===== src/rtl/mdll_startup_seq.sv =====
// MDLL bring-up sequencer: timed RST/OSC/INJ phases, then bang-bang lock
// detection over back-to-back windows with sticky lock-loss and timeout flags.
module mdll_startup_seq (
  input  logic       clk,
  input  logic       rstb,
  input  logic       en,
  input  logic [7:0] settle,
  input  logic [5:0] lock_win,
  input  logic [3:0] lock_tol,
  input  logic       dout_bb,
  output logic       reset_core,
  output logic       en_osc,
  output logic       en_inj,
  output logic       en_ext_tune,
  output logic       en_loop,
  output logic       locked,
  output logic       lock_lost,
  output logic       timeout,
  output logic [2:0] state
);

  localparam int unsigned SettleW = 8;
  localparam int unsigned WinW    = 6;
  localparam int unsigned TolW    = 4;
  localparam int unsigned OnesW   = 7;
  localparam int unsigned CmpW    = 8;
  localparam int unsigned GoodW   = 3;
  localparam int unsigned WcntW   = 8;

  localparam logic [GoodW-1:0] GoodToLock = GoodW'(4);
  localparam logic [WcntW-1:0] WcntMax    = '1;

  typedef enum logic [2:0] {
    ST_IDLE   = 3'd0,
    ST_RST    = 3'd1,
    ST_OSC    = 3'd2,
    ST_INJ    = 3'd3,
    ST_TRACK  = 3'd4,
    ST_LOCKED = 3'd5
  } state_e;

  state_e             state_q, state_d;
  logic [SettleW-1:0] dwell_q, dwell_d;
  logic [SettleW-1:0] settle_q, settle_d;
  logic [WinW-1:0]    win_q, win_d;
  logic [TolW-1:0]    tol_q, tol_d;
  logic [WinW-1:0]    pos_q, pos_d;
  logic [OnesW-1:0]   ones_q, ones_d;
  logic [GoodW-1:0]   good_q, good_d;
  logic [WcntW-1:0]   wcnt_q, wcnt_d;
  logic               lock_lost_q, lock_lost_d;
  logic               timeout_q, timeout_d;
  logic               reset_core_q, reset_core_d;
  logic               en_osc_q, en_osc_d;
  logic               en_inj_q, en_inj_d;
  logic               en_ext_tune_q, en_ext_tune_d;
  logic               en_loop_q, en_loop_d;
  logic               locked_q, locked_d;

  logic [OnesW-1:0]   ones_tot_c;
  logic [CmpW-1:0]    twice_c;
  logic [CmpW-1:0]    n_c;
  logic [CmpW-1:0]    diff_c;
  logic               good_c;
  logic               win_done_c;

  // Window evaluation: |2*ones - N| <= tol, including the sample taken this cycle.
  always_comb begin
    ones_tot_c = ones_q + OnesW'(dout_bb);
    twice_c    = {ones_tot_c, 1'b0};
    n_c        = CmpW'(win_q) + CmpW'(1);
    diff_c     = (twice_c >= n_c) ? (twice_c - n_c) : (n_c - twice_c);
    good_c     = (diff_c <= CmpW'(tol_q));
    win_done_c = (pos_q == win_q);
  end

  // Next-state and registered-output decode.
  always_comb begin
    state_d       = state_q;
    dwell_d       = dwell_q;
    settle_d      = settle_q;
    win_d         = win_q;
    tol_d         = tol_q;
    pos_d         = pos_q;
    ones_d        = ones_q;
    good_d        = good_q;
    wcnt_d        = wcnt_q;
    lock_lost_d   = lock_lost_q;
    timeout_d     = timeout_q;
    reset_core_d  = 1'b0;
    en_osc_d      = 1'b0;
    en_inj_d      = 1'b0;
    en_ext_tune_d = 1'b0;
    en_loop_d     = 1'b0;
    locked_d      = 1'b0;

    case (state_q)
      ST_IDLE: begin
        if (en) begin
          state_d     = ST_RST;
          dwell_d     = '0;
          settle_d    = settle;
          win_d       = lock_win;
          tol_d       = lock_tol;
          lock_lost_d = 1'b0;
          timeout_d   = 1'b0;
        end
      end
      ST_RST, ST_OSC, ST_INJ: begin
        if (dwell_q == settle_q) begin
          dwell_d = '0;
          case (state_q)
            ST_RST:  state_d = ST_OSC;
            ST_OSC:  state_d = ST_INJ;
            default: begin
              state_d = ST_TRACK;
              pos_d   = '0;
              ones_d  = '0;
              good_d  = '0;
              wcnt_d  = '0;
            end
          endcase
        end else begin
          dwell_d = dwell_q + SettleW'(1);
        end
      end
      ST_TRACK: begin
        pos_d  = pos_q + WinW'(1);
        ones_d = ones_tot_c;
        if (win_done_c) begin
          pos_d  = '0;
          ones_d = '0;
          if (good_c && (good_q == GoodToLock - GoodW'(1))) begin
            state_d = ST_LOCKED;
            good_d  = GoodToLock;
          end else begin
            good_d = good_c ? (good_q + GoodW'(1)) : '0;
            if (wcnt_q != WcntMax) begin
              wcnt_d = wcnt_q + WcntW'(1);
            end
            if (wcnt_d == WcntMax) begin
              timeout_d = 1'b1;
            end
          end
        end
      end
      ST_LOCKED: begin
        pos_d  = pos_q + WinW'(1);
        ones_d = ones_tot_c;
        if (win_done_c) begin
          pos_d  = '0;
          ones_d = '0;
          if (!good_c) begin
            state_d     = ST_TRACK;
            lock_lost_d = 1'b1;
            good_d      = '0;
            wcnt_d      = '0;
          end
        end
      end
      default: state_d = ST_IDLE;
    endcase

    // Dropping enable overrides everything, including a window completing now.
    if (!en) begin
      state_d = ST_IDLE;
      dwell_d = '0;
      pos_d   = '0;
      ones_d  = '0;
      good_d  = '0;
      wcnt_d  = '0;
    end

    reset_core_d  = (state_d == ST_IDLE) || (state_d == ST_RST);
    en_osc_d      = (state_d == ST_OSC) || (state_d == ST_INJ) ||
                    (state_d == ST_TRACK) || (state_d == ST_LOCKED);
    en_inj_d      = (state_d == ST_INJ) || (state_d == ST_TRACK) || (state_d == ST_LOCKED);
    en_ext_tune_d = (state_d == ST_OSC) || (state_d == ST_INJ);
    en_loop_d     = (state_d == ST_TRACK) || (state_d == ST_LOCKED);
    locked_d      = (state_d == ST_LOCKED);
  end

  always_ff @(posedge clk or negedge rstb) begin
    if (!rstb) begin
      state_q       <= ST_IDLE;
      dwell_q       <= '0;
      settle_q      <= '0;
      win_q         <= '0;
      tol_q         <= '0;
      pos_q         <= '0;
      ones_q        <= '0;
      good_q        <= '0;
      wcnt_q        <= '0;
      lock_lost_q   <= 1'b0;
      timeout_q     <= 1'b0;
      reset_core_q  <= 1'b1;
      en_osc_q      <= 1'b0;
      en_inj_q      <= 1'b0;
      en_ext_tune_q <= 1'b0;
      en_loop_q     <= 1'b0;
      locked_q      <= 1'b0;
    end else begin
      state_q       <= state_d;
      dwell_q       <= dwell_d;
      settle_q      <= settle_d;
      win_q         <= win_d;
      tol_q         <= tol_d;
      pos_q         <= pos_d;
      ones_q        <= ones_d;
      good_q        <= good_d;
      wcnt_q        <= wcnt_d;
      lock_lost_q   <= lock_lost_d;
      timeout_q     <= timeout_d;
      reset_core_q  <= reset_core_d;
      en_osc_q      <= en_osc_d;
      en_inj_q      <= en_inj_d;
      en_ext_tune_q <= en_ext_tune_d;
      en_loop_q     <= en_loop_d;
      locked_q      <= locked_d;
    end
  end

  assign state       = state_q;
  assign reset_core  = reset_core_q;
  assign en_osc      = en_osc_q;
  assign en_inj      = en_inj_q;
  assign en_ext_tune = en_ext_tune_q;
  assign en_loop     = en_loop_q;
  assign locked      = locked_q;
  assign lock_lost   = lock_lost_q;
  assign timeout     = timeout_q;

endmodule


===== config.mk =====
export PLATFORM = sky130hd
export DESIGN_NAME = mdll_startup_seq
export DESIGN_NICKNAME = d
export VERILOG_FILES = /design/src/rtl/mdll_startup_seq.sv
export SDC_FILE = /design/constraint.sdc
export NUM_CORES = 1
export LEC_CHECK = 0
export CAP_MARGIN = 20
export CORE_MARGIN = 4
export CORE_UTILIZATION = 40
export DETAILED_ROUTE_END_ITERATION = 8
export GPL_TIMING_DRIVEN = 0
export PLACE_DENSITY = 0.7
export SYNTH_ARGS = -nofsm -noshare
export SYNTH_HDL_FRONTEND = slang
export SYNTH_SLANG_ARGS = --single-unit

===== constraint.sdc =====
create_clock -name clk -period 7.9 [get_ports clk]
set_input_delay 1.58 -clock clk [delete_from_list [all_inputs] [get_ports clk]]
set_output_delay 1.58 -clock clk [all_outputs]
set_load 0.05 [all_outputs]

==> results of run 1 <==
==> power groups by stage <==
stage               registers [mW]  clock network, mW  logic [mW]
finish                       0.349              0.274       0.230
global route                 0.353              0.295       0.258
CTS                          0.350              0.281       0.230
detailed placement           0.355                  0       0.228
global placement             0.355                  0       0.221
floorplan                    0.352                  0       0.170
==> final cells by class <==
class | instances | share of cell area [%]
Multi-Input combinational cell | 327 | 48.56
Timing Repair Buffer | 33 | 7.438
Inverter | 22 | 1.792
Sequential cell | 61 | 33.14
Clock inverter | 4 | 1.031
Clock buffer | 12 | 3.149
Buffer | 14 | 1.384
Tap cell | 129 | 3.502
==> routing by layer <==
metal	share of wire, %	GRT usage [%]	up-vias
met1	46	20.20	1550
li1	-	-	1601
met5	0	0	-
met3	4.6	3.251	10
met4	1.1	4.292	0
met2	49	25.81	73
==> cell usage in the layout (no fill, tap or decap), types with 3 or more instances in the layout <==
| cell type | netlist | final |
|---|---|---|
| dfrtp_1 | 60 | 60 |
| nand2_1 | 41 | 41 |
| o21ai_0 | 33 | 33 |
| nor2_1 | 31 | 31 |
| clkdlybuf4s50_1 | 0 | 31 |
| ha_1 | 24 | 24 |
| inv_1 | 22 | 22 |
| xnor2_1 | 21 | 21 |
| a21oi_1 | 20 | 20 |
| nand3_1 | 17 | 17 |
| mux2_2 | 16 | 16 |
| xor2_1 | 13 | 13 |
| nor3_1 | 12 | 12 |
| clkbuf_1 | 8 | 10 |
| clkbuf_8 | 0 | 10 |
| and3_1 | 9 | 9 |
| nand2b_1 | 7 | 7 |
| and2_1 | 7 | 7 |
| nand4_1 | 6 | 6 |
| o21ai_1 | 5 | 5 |
| a31oi_1 | 5 | 5 |
| buf_2 | 3 | 4 |
| o31ai_1 | 4 | 4 |
| nor2b_1 | 4 | 4 |
| a22o_1 | 4 | 4 |
| or2_2 | 3 | 3 |
| o21bai_1 | 3 | 3 |
| a41oi_1 | 3 | 3 |
==> cells by family after synthesis <==
kind of cell    Yosys count
compound gates           98
xor+xnor                 36
fa+ha+maj                25
buf+inv                  36
flops                    61
mux                      18
simple gates            150
==> worst max path at each step <==
stage                       start  slack [ps]        end
after global routing      dout_bb        1280  wcnt_q[1]
after global placement    dout_bb        1340  wcnt_q[1]
final                     dout_bb        1620  wcnt_q[0]
after floorplan           dout_bb        2490  wcnt_q[1]
after CTS                 dout_bb        1650  wcnt_q[0]
after detailed placement  dout_bb        1320  wcnt_q[0]
==> registers in the layout, summed over array words and instances, names as in the netlist, 3 cells and up <==
name and cells:
wcnt_q 8, pos_q 6, tol_q 4, state 3
good_q 3, dwell_q 8, ones_q 7, win_q 6
settle_q 8
==> stage by stage <==
| stage | power (mW) | instance area (µm²) | utilization, % | hold WS, ps | setup slack [ps] |
|---|---|---|---|---|---|
| floorplan | 0.5222 | 3913 | - | 456.1 | 2492 |
| global placement | 0.5759 | 4394 | 46.89 | 469.8 | 1337 |
| detailed placement | 0.5836 | 4417 | 47.13 | 486.5 | 1321 |
| CTS | 0.8608 | 4609 | 49.19 | 504.2 | 1655 |
| global route | 0.9065 | 4609 | 49.19 | 538.0 | 1281 |
| finish | 0.8530 | 4609 | 49.19 | 502.1 | 1619 |
==> cell usage after synthesis (3+ instances only) <==
| cell type | count | area, µm² |
|---|---|---|
| nand3_1 | 17 | 85.08 |
| and3_1 | 9 | 56.30 |
| inv_1 | 22 | 82.58 |
| o21ai_1 | 5 | 25.02 |
| xnor2_1 | 21 | 183.9 |
| buf_2 | 3 | 15.01 |
| or2_2 | 3 | 18.77 |
| nor2_1 | 31 | 116.4 |
| mux2_2 | 16 | 180.2 |
| nor3_1 | 12 | 60.06 |
| a31oi_1 | 5 | 31.28 |
| dfrtp_1 | 60 | 1501 |
| o21ai_0 | 33 | 165.2 |
| ha_1 | 24 | 300.3 |
| a41oi_1 | 3 | 26.28 |
| xor2_1 | 13 | 113.9 |
| clkbuf_1 | 8 | 30.03 |
| o21bai_1 | 3 | 22.52 |
| a22o_1 | 4 | 35.03 |
| nand2_1 | 41 | 153.9 |
| and2_1 | 7 | 43.79 |
| o31ai_1 | 4 | 30.03 |
| nand2b_1 | 7 | 43.79 |
| nor2b_1 | 4 | 25.02 |
| nand4_1 | 6 | 37.54 |
| a21oi_1 | 20 | 100.1 |
==> reports/metrics.json, run 1 <==
{
  "outcome": "complete, no violations",
  "ctsResizeCount": 0,
  "clkPwrFrac_pct": 32.1,
  "seq_power_share_pct": 41.0,
  "synth_simple_gate_area_share_pct": 19.32,
  "via_count_of_the_first_global_routing_pass": 3102,
  "fp.dieH_um": 106.9,
  "syn_inst": 424,
  "setup_viol": 0,
  "slew_headroom_pct": 40.98,
  "timing.reg2reg.setup_slack_ps": 3000,
  "cp_max_fo": 8,
  "grt_setup_unrepaired": "no",
  "multi_input_logic_area_um2": 2238,
  "drt_drc": 0,
  "adder_cell_share_of_the_synthesized_area_pct": 8.187,
  "max-cap-violations": 0,
  "clock_sink_count": 61,
  "post-cts-setup-buffer-count": 0,
  "critical_path.top_delay_family": "simple AND/OR/NAND/NOR gates",
  "antenna_found_initial": 0,
  "placed_cells": 586,
  "synthArstFlopShare_pct": 100.0,
  "power.share.switching_pct": 30.94,
  "clock_tree.buffer_depth": 2,
  "synth_top_family_by_area": "simple AND/OR/NAND/NOR gates",
  "postRouteAntennaNets": 0,
  "worst_path_most_repeated_cell": "ha_1",
  "timing_worst_setup_path_type": "in2reg",
  "min_period_ps": 6281,
  "hold_path.startpoint": "good_q[2]",
  "portBuffers": 32,
  "synth.ff_latch_count": 61,
  "timing.hold.worst_path_depth": 1,
  "worst_skew_pair_later_pin_latency_ps": 340,
  "synthXorXnorAreaFrac_pct": 8.634,
  "synthFlopType": "dfrtp_1",
  "synth_cell_types": 62,
  "ys_warn_count": 0,
  "first_pass_iters": 5,
  "yosys-mux-area-fraction_pct": 5.117,
  "grt_pass1_wl_mm": 14.28,
  "start_util_pct": 41.75,
  "r2r.worst_path.cells": 22,
  "synth_area_in_compound_gates_pct": 15.96,
  "drive_above_1_share_pct": 9.937,
  "netlist_area_pre_place_um2": 3913,
  "chip_width_um": 106.9,
  "gp_congestion": 0.8354,
  "cts-buffers-inserted": 9,
  "worst_setup_path_start_kind": "input port",
  "crit_path_cell_trace": "clkdlybuf4s50_1, ha_1, nand2_1, or2_2, xor2_1, ha_1, buf_1, a21oi_1, and3_1, buf_2, o21ai_1, mux2i_1, xnor2_1, ha_1, a21oi_1, o21ai_0, nand2_1, o31ai_1, a211oi_2, nand4_2, and2_1, buf_6, a32o_1",
  "vias": 3234,
  "postSynthNetCount": 471,
  "maxClockFrequency_mhz": 159.2,
  "flow.area_growth_from_synthesis_pct": 17.81,
  "tightest_hold_check_type": "reg2reg",
  "worst_slew_pin_slew_ps": 885.3,
  "critical_path.max_stage_delay_ps": 510,
  "globalRoute.totalOverflow": 0,
  "cp_data_arrival_time_ps": 6490,
  "post_synth_edffs": 0,
  "n_antenna_cell": 0,
  "fin_tns_setup_ps": 0,
  "intPower_uw": 589.1,
  "power_density_relative_to_cell_area_nw_per_um2": 185.0,
  "worst_r2r_endpoint": "wcnt_q[0]",
  "grt_total_usage_pct": 15.42,
  "crit_required_ps": 8110,
  "final-hold-violation-count": 0,
  "total_switching_power_uw": 263.9,
  "bufs_and_invs_on_worst_path": 4,
  "drt_iter0_markers": 223,
  "timing.clock.skew_ps": 13.90,
  "floorplan.core_area_um2": 9371,
  "cts_hold_buf": 0,
  "maxSlewViolCount": 0,
  "path_clk_slew_ps": 70,
  "instances_no_fill": 602,
  "floorplan.rows": 35,
  "p_leak_nw": 2.007,
  "routed_wire_length_per_instance_um": 13.98,
  "maximum_number_of_pins_on_one_net_before_global_route_repair": 40,
  "timing.critical_path.depth": 23,
  "cts_max_level": 3,
  "ir_drop_mv": 0.1240,
  "post_layout_net_count": 515,
  "floorplan.die_area_um2": 11430,
  "min_delay_worst_endpoint": "good_q[2]",
  "finalCritPeriodShare_pct": 79.51,
  "drt-total-wl_mm": 8.417,
  "boundaryPins": 33,
  "r2r-start": "ones_q[0]",
  "yosysSeqAreaShare_pct": 39.05,
  "timing.critical_path.to_type": "register",
  "tritoncts": "built",
  "fill_cells": 878,
  "final-seq-area_um2": 1528,
  "share_comb_of_total_power_pct": 26.9,
  "dp.final_hpwl_mm": 6.437,
  "root_buffer": "clkbuf_8",
  "timing.critical_path.slowest_stage_cell": "clkdlybuf4s50_1",
  "post_synth.cell_area_avg_um2": 9.228,
  "route.detailed.vias_per_inst": 5.372
}
(Power assumes the default switching activity.)
==> inputs of run 2 (changes only) <==
--- a/config.mk
+++ b/config.mk
@@ -10,7 +10,7 @@
 export CORE_UTILIZATION = 40
 export DETAILED_ROUTE_END_ITERATION = 8
 export GPL_TIMING_DRIVEN = 0
-export PLACE_DENSITY = 0.7
+export PLACE_DENSITY = 0.72
 export SYNTH_ARGS = -nofsm -noshare
 export SYNTH_HDL_FRONTEND = slang
 export SYNTH_SLANG_ARGS = --single-unit
==> constraint.sdc (replaced) <==
create_clock -name clk -period 5.19 [get_ports clk]
set_input_delay 1.038 -clock clk [delete_from_list [all_inputs] [get_ports clk]]
set_output_delay 1.038 -clock clk [all_outputs]
set_load 0.05 [all_outputs]
==> run 2 against run 1 <==
  * Core utilization is 1.6 points higher
  * Worst setup slack worse by 1200 ps
  * Final area is 3.3% higher
  * Largest power group unchanged
  * Combinational power is 60% higher
==> reports/metrics.json, run 2 (synthesis results as in run 1) <==
{
  "post_layout_net_count": 520,
  "drt_iter0_markers": 184,
  "timing.clock.skew_ps": 9.624,
  "seq_power_share_pct": 38.7,
  "maxSlewViolCount": 0,
  "grt_pass1_wl_mm": 14.59,
  "gp_congestion": 0.8495,
  "cts_max_level": 3,
  "worst_r2r_endpoint": "wcnt_q[1]",
  "min_delay_worst_endpoint": "good_q[2]",
  "worst_skew_pair_later_pin_latency_ps": 340,
  "timing.reg2reg.setup_slack_ps": 750,
  "cp_max_fo": 8,
  "max-cap-violations": 0,
  "clkPwrFrac_pct": 34.6,
  "tightest_hold_check_type": "reg2reg",
  "boundaryPins": 33,
  "worst_slew_pin_slew_ps": 782.8,
  "grt_total_usage_pct": 15.66,
  "cts-buffers-inserted": 9,
  "cp_data_arrival_time_ps": 5020,
  "most_frequent_cells_in_the_layout": "dfrtp_1, nand2_1, o21ai_0, nor2_1, clkdlybuf4s50_1",
  "critical_path.max_stage_delay_ps": 300,
  "intPower_uw": 944.2,
  "final-hold-violation-count": 0,
  "globalRoute.totalOverflow": 0,
  "crit_required_ps": 5420,
  "route.detailed.vias_per_inst": 5.399,
  "ir_drop_mv": 0.2776,
  "chip_width_um": 106.9,
  "share_comb_of_total_power_pct": 26.7,
  "floorplan.die_area_um2": 11430,
  "timing.critical_path.to_type": "register",
  "via_count_of_the_first_global_routing_pass": 3078,
  "timing.hold.worst_path_depth": 1,
  "outcome": "complete, no violations",
  "vias": 3277,
  "first_pass_iters": 5,
  "antenna_found_initial": 0,
  "start_util_pct": 41.75,
  "fp.dieH_um": 106.9,
  "drive_above_1_share_pct": 13.81,
  "fin_total_pwr_mw": 1.375,
  "tritoncts": "built",
  "timing.final.ws_setup_ps": 406.1,
  "p_leak_nw": 2.056,
  "place_ws_ps": -877.0,
  "grt_setup_unrepaired": "no",
  "cts_hold_buf": 0,
  "floorplan.rows": 35,
  "worst_setup_path_start_kind": "input port",
  "post-route-util_pct": 50.79,
  "maxClockFrequency_mhz": 209.0,
  "postRouteAntennaNets": 0,
  "layout.cells.most_common": "dfrtp_1",
  "total_switching_power_uw": 431.1,
  "r2r-start": "win_q[0]",
  "finalCritPeriodShare_pct": 92.17,
  "n_antenna_cell": 0,
  "root_buffer": "clkbuf_8",
  "final.hold.worst_slack_ps": 495.3,
  "routed_wire_length_per_instance_um": 14.29,
  "r2r.worst_path.cells": 21,
  "timing_worst_setup_path_type": "in2reg",
  "clock_tree.buffer_depth": 2,
  "flow.area_growth_from_synthesis_pct": 21.65,
  "timing.critical_path.slowest_stage_cell": "xor2_2",
  "power_density_relative_to_cell_area_nw_per_um2": 289.0,
  "maximum_number_of_pins_on_one_net_before_global_route_repair": 33,
  "bufs_and_invs_on_worst_path": 4,
  "hold_path.startpoint": "good_q[2]",
  "drt-total-wl_mm": 8.677,
  "clock_sink_count": 61,
  "drt_drc": 0,
  "layout_top_registers": "dwell_q x8, settle_q x8, wcnt_q x8",
  "slew_headroom_pct": 47.41,
  "floorplan.core_area_um2": 9371,
  "crit_path_cell_trace": "dlymetal6s2s_1, ha_2, nand4_1, xor2_2, ha_1, a21o_1, a21oi_2, and3_1, buf_4, o21ai_2, mux2i_1, xnor2_1, ha_1, a21oi_1, o21ai_0, nand2_1, o31ai_1, a211oi_2, buf_4, nand4_2, and2_1, buf_6, a32o_1",
  "power.share.switching_pct": 31.35,
  "critical_path.top_delay_family": "compound AO/OA/AOI/OAI gates",
  "portBuffers": 32,
  "min_period_ps": 4784,
  "path_clk_slew_ps": 70,
  "setup_viol": 0,
  "dp.final_hpwl_mm": 6.428
}
-- run 2: cell count changes in the layout (fill, tap and decap cells not counted), sizes merged --
cell,change
buf,+5
clkbuf,-3
clkinvlp,+2
bufinv,+1
clkdlybuf4s50,-1
dlymetal6s2s,+1
-- run 2: power by group through the flow --
stage               combinational (mW)  sequential (mW)  clock, mW
floorplan                        0.259            0.536          0
global placement                 0.336            0.540          0
detailed placement               0.351            0.541          0
CTS                              0.361            0.532      0.487
global route                     0.416            0.537      0.511
finish                           0.368            0.532      0.476
-- run 2: worst max path at each step --
| stage | startpoint | to | slack [ps] | cells past startpoint |
|---|---|---|---|---|
| 6_report | dout_bb | wcnt_q[1] | 410 | 23 |
| 5_1_grt | dout_bb | wcnt_q[0] | 180 | 23 |
| 4_1_cts | dout_bb | wcnt_q[1] | 10 | 23 |
| 3_5_place_dp | dout_bb | wcnt_q[1] | -880 | 23 |
| 3_3_place_gp | dout_bb | wcnt_q[0] | -830 | 23 |
| 2_1_floorplan | dout_bb | wcnt_q[1] | 320 | 22 |
-- run 2: timing repair --
item,in CTS,in global routing
pin swaps,2,8
buffers inserted,2,4
setup endpoints to repair,15,15
resized for setup,5,11
-- run 2: metal layers --
metal	up-vias	wire [µm]	global-route usage (%)
met1	1588	3904	20.51
met5	-	0	0
met4	0	73	3.288
met2	80	4272	26.08
li1	1602	-	-
met3	7	427	4.214
-- run 2: final cells by class --
class                   count  area, µm²
plain buffers              13      62.56
clock inverters             7      100.1
inverters                  22      82.58
flip-flops and latches     61       1528
clock buffers               9      123.9
repair buffers             39      382.9
fillers                   882       4612
multi-input cells         327       2318
well taps                 129      161.4
-- run 2: stage by stage --
stage          cells  cell area, µm²  setup TNS [ps]
6_report         607            4760               0
5_1_grt          607            4760               0
2_1_floorplan    424            3913               0
3_3_place_gp     585            4394           -9873
4_1_cts          603            4666               0
3_5_place_dp     586            4409          -10660
==> inputs of run 3 (changes only) <==
--- a/config.mk
+++ b/config.mk
@@ -9,7 +9,6 @@
 export CORE_MARGIN = 4
 export CORE_UTILIZATION = 40
 export DETAILED_ROUTE_END_ITERATION = 8
-export GPL_TIMING_DRIVEN = 0
 export PLACE_DENSITY = 0.72
 export SYNTH_ARGS = -nofsm -noshare
 export SYNTH_HDL_FRONTEND = slang
==> run 3 against run 2 <==
  * Clock-buffer cell count is the same
  * Worst hold slack gained 5.7 ps
  * Register-to-register slack gained 200 ps
  * Global-route usage grew 0.24 points
  * Non-clock buffer count shrank 2
  * Fmax shrank 1.1%
  * Via count shrank 2.5%
  * Combinational power shrank 2%
  * Critical path type unchanged
==> reports/metrics.json, run 3 (synthesis results as in run 1) <==
{
  "drt-total-wl_mm": 8.521,
  "n_antenna_cell": 0,
  "gp_congestion": 0.9031,
  "clock_sink_count": 61,
  "share_comb_of_total_power_pct": 28.5,
  "grt_pass1_wl_mm": 14.76,
  "ir_drop_mv": 0.2191,
  "cp_data_arrival_time_ps": 5090,
  "floorplan.die_area_um2": 11430,
  "drt_drc": 0,
  "timing_worst_setup_path_type": "in2reg",
  "floorplan.core_area_um2": 9371,
  "multi_input_logic_area_um2": 2248,
  "cts_hold_buf": 0,
  "seq_power_share_pct": 42.2,
  "cp_max_fo": 5,
  "final-hold-violation-count": 0,
  "total_switching_power_uw": 424.7,
  "first_pass_iters": 5,
  "final.hold.worst_slack_ps": 501.0,
  "clkPwrFrac_pct": 29.4,
  "routed_wire_length_per_instance_um": 14.08,
  "maxSlewViolCount": 0,
  "post-cts-setup-buffer-count": 0,
  "min_delay_worst_endpoint": "good_q[2]",
  "dp.final_hpwl_mm": 6.342,
  "slew_headroom_pct": 48.87,
  "antenna_found_initial": 0,
  "layout.cells.most_common": "dfrtp_1",
  "grt_total_usage_pct": 15.90,
  "hold_path.startpoint": "good_q[2]",
  "crit_required_ps": 5440,
  "r2r-start": "win_q[0]",
  "cts-buffers-inserted": 9,
  "max-cap-violations": 0,
  "boundaryPins": 33,
  "path_clk_slew_ps": 70,
  "p_leak_nw": 2.038,
  "layout_top_registers": "dwell_q x8, settle_q x8, wcnt_q x8",
  "finalCritPeriodShare_pct": 93.18,
  "fill_cells": 885,
  "most_frequent_cells_in_the_layout": "dfrtp_1, nand2_1, o21ai_0, nor2_1, clkdlybuf4s50_1",
  "worst_r2r_endpoint": "wcnt_q[4]",
  "vias": 3196,
  "post_layout_net_count": 518,
  "timing.clock.skew_ps": 5.478,
  "final-seq-area_um2": 1528,
  "fp.dieH_um": 106.9,
  "intPower_uw": 845.6,
  "power.share.switching_pct": 33.43,
  "globalRoute.totalOverflow": 0,
  "post-route-util_pct": 49.53,
  "min_period_ps": 4836,
  "maxClockFrequency_mhz": 206.8,
  "fin_tns_setup_ps": 0,
  "portBuffers": 32,
  "timing.critical_path.to_type": "register",
  "cts_max_level": 3,
  "outcome": "complete, no violations",
  "tritoncts": "built",
  "start_util_pct": 41.75,
  "via_count_of_the_first_global_routing_pass": 3205,
  "power_density_relative_to_cell_area_nw_per_um2": 273.7,
  "floorplan.rows": 35,
  "flow.area_growth_from_synthesis_pct": 18.64,
  "ctsResizeCount": 0,
  "postRouteAntennaNets": 0,
  "worst_slew_pin_slew_ps": 766.9,
  "r2r.worst_path.cells": 21,
  "drt_iter0_markers": 138,
  "chip_width_um": 106.9,
  "drive_above_1_share_pct": 13.45,
  "setup_viol": 0,
  "route.detailed.vias_per_inst": 5.283,
  "timing.reg2reg.setup_slack_ps": 950,
  "timing.hold.worst_path_depth": 1,
  "root_buffer": "clkbuf_8",
  "worst_skew_pair_later_pin_latency_ps": 330,
  "worst_setup_path_start_kind": "input port",
  "maximum_number_of_pins_on_one_net_before_global_route_repair": 62,
  "tightest_hold_check_type": "reg2reg",
  "clock_tree.buffer_depth": 2
}
[run 3: cell count changes in the layout (fill, tap and decap cells not counted), moves of 2 or more]
cell       previous run  this run
xor2_2                3         1
bufinv_16             2         0
ha_4                  2         0
ha_2                  2         0
buf_4                 7        17
xor2_1               10        13
ha_1                 20        24
o21ai_1               3         5
o21ai_2               2         0
clkinv_2              0         2
clkbuf_1              8         0
[run 3: worst max path at each step]
| stage | start | to | slack, ps | cells after the start |
|---|---|---|---|---|
| finish | dout_bb | wcnt_q[4] | 350 | 21 |
| global route | dout_bb | state[0] | -3 | 22 |
| CTS | dout_bb | state[0] | 360 | 20 |
| detailed placement | dout_bb | state[0] | 20 | 20 |
| global placement | dout_bb | state[0] | 150 | 20 |
| floorplan | dout_bb | wcnt_q[1] | 320 | 22 |
[run 3: layout make-up]
class | count | area share [%]
Multi-Input combinational cell | 327 | 48.44
Sequential cell | 61 | 32.91
Timing Repair Buffer | 50 | 9.650
Tap cell | 129 | 3.477
Clock buffer | 9 | 2.668
Inverter | 22 | 1.779
Clock inverter | 7 | 1.078
[run 3: per-layer routing]
layer	vias to the layer above	track usage [%]	part of all wire [%]
li1	1600	-	-
met1	1516	21.27	47
met2	74	25.58	48
met3	6	4.154	5.0
met4	0	4.292	0.83
met5	-	0	0
[run 3: through the flow]
step                cell area (µm²)  power, mW  cells  worst slack, ps
global route                   4642      1.363    605           -3.171
detailed placement             4463     0.9007    589            22.01
global placement               4458     0.8908    588            152.0
CTS                            4637      1.280    605            358.5
floorplan                      3913     0.7949    424            324.4
finish                         4642      1.270    605            353.9
[run 3: critical path, stage by stage]
cell	delay, ps
clkdlybuf4s50_1	490
ha_1	170
nand2_1	50
or2_2	300
xor2_1	260
ha_1	330
a21oi_1	180
and3_1	200
o21ai_1	100
mux2i_1	200
xnor2_1	160
ha_1	290
a21oi_1	120
o21ai_0	90
nand2_1	70
o31ai_1	70
a211oi_2	250
nand4_2	160
and2_1	240
buf_4	170
a21oi_1	140
[run 3: power groups by stage]
stage | sequential, mW | combinational (mW) | clock [mW]
after floorplan | 0.536 | 0.259 | 0
after global placement | 0.543 | 0.348 | 0
after detailed placement | 0.544 | 0.357 | 0
after CTS | 0.535 | 0.359 | 0.386
after global routing | 0.541 | 0.411 | 0.412
final | 0.536 | 0.362 | 0.373
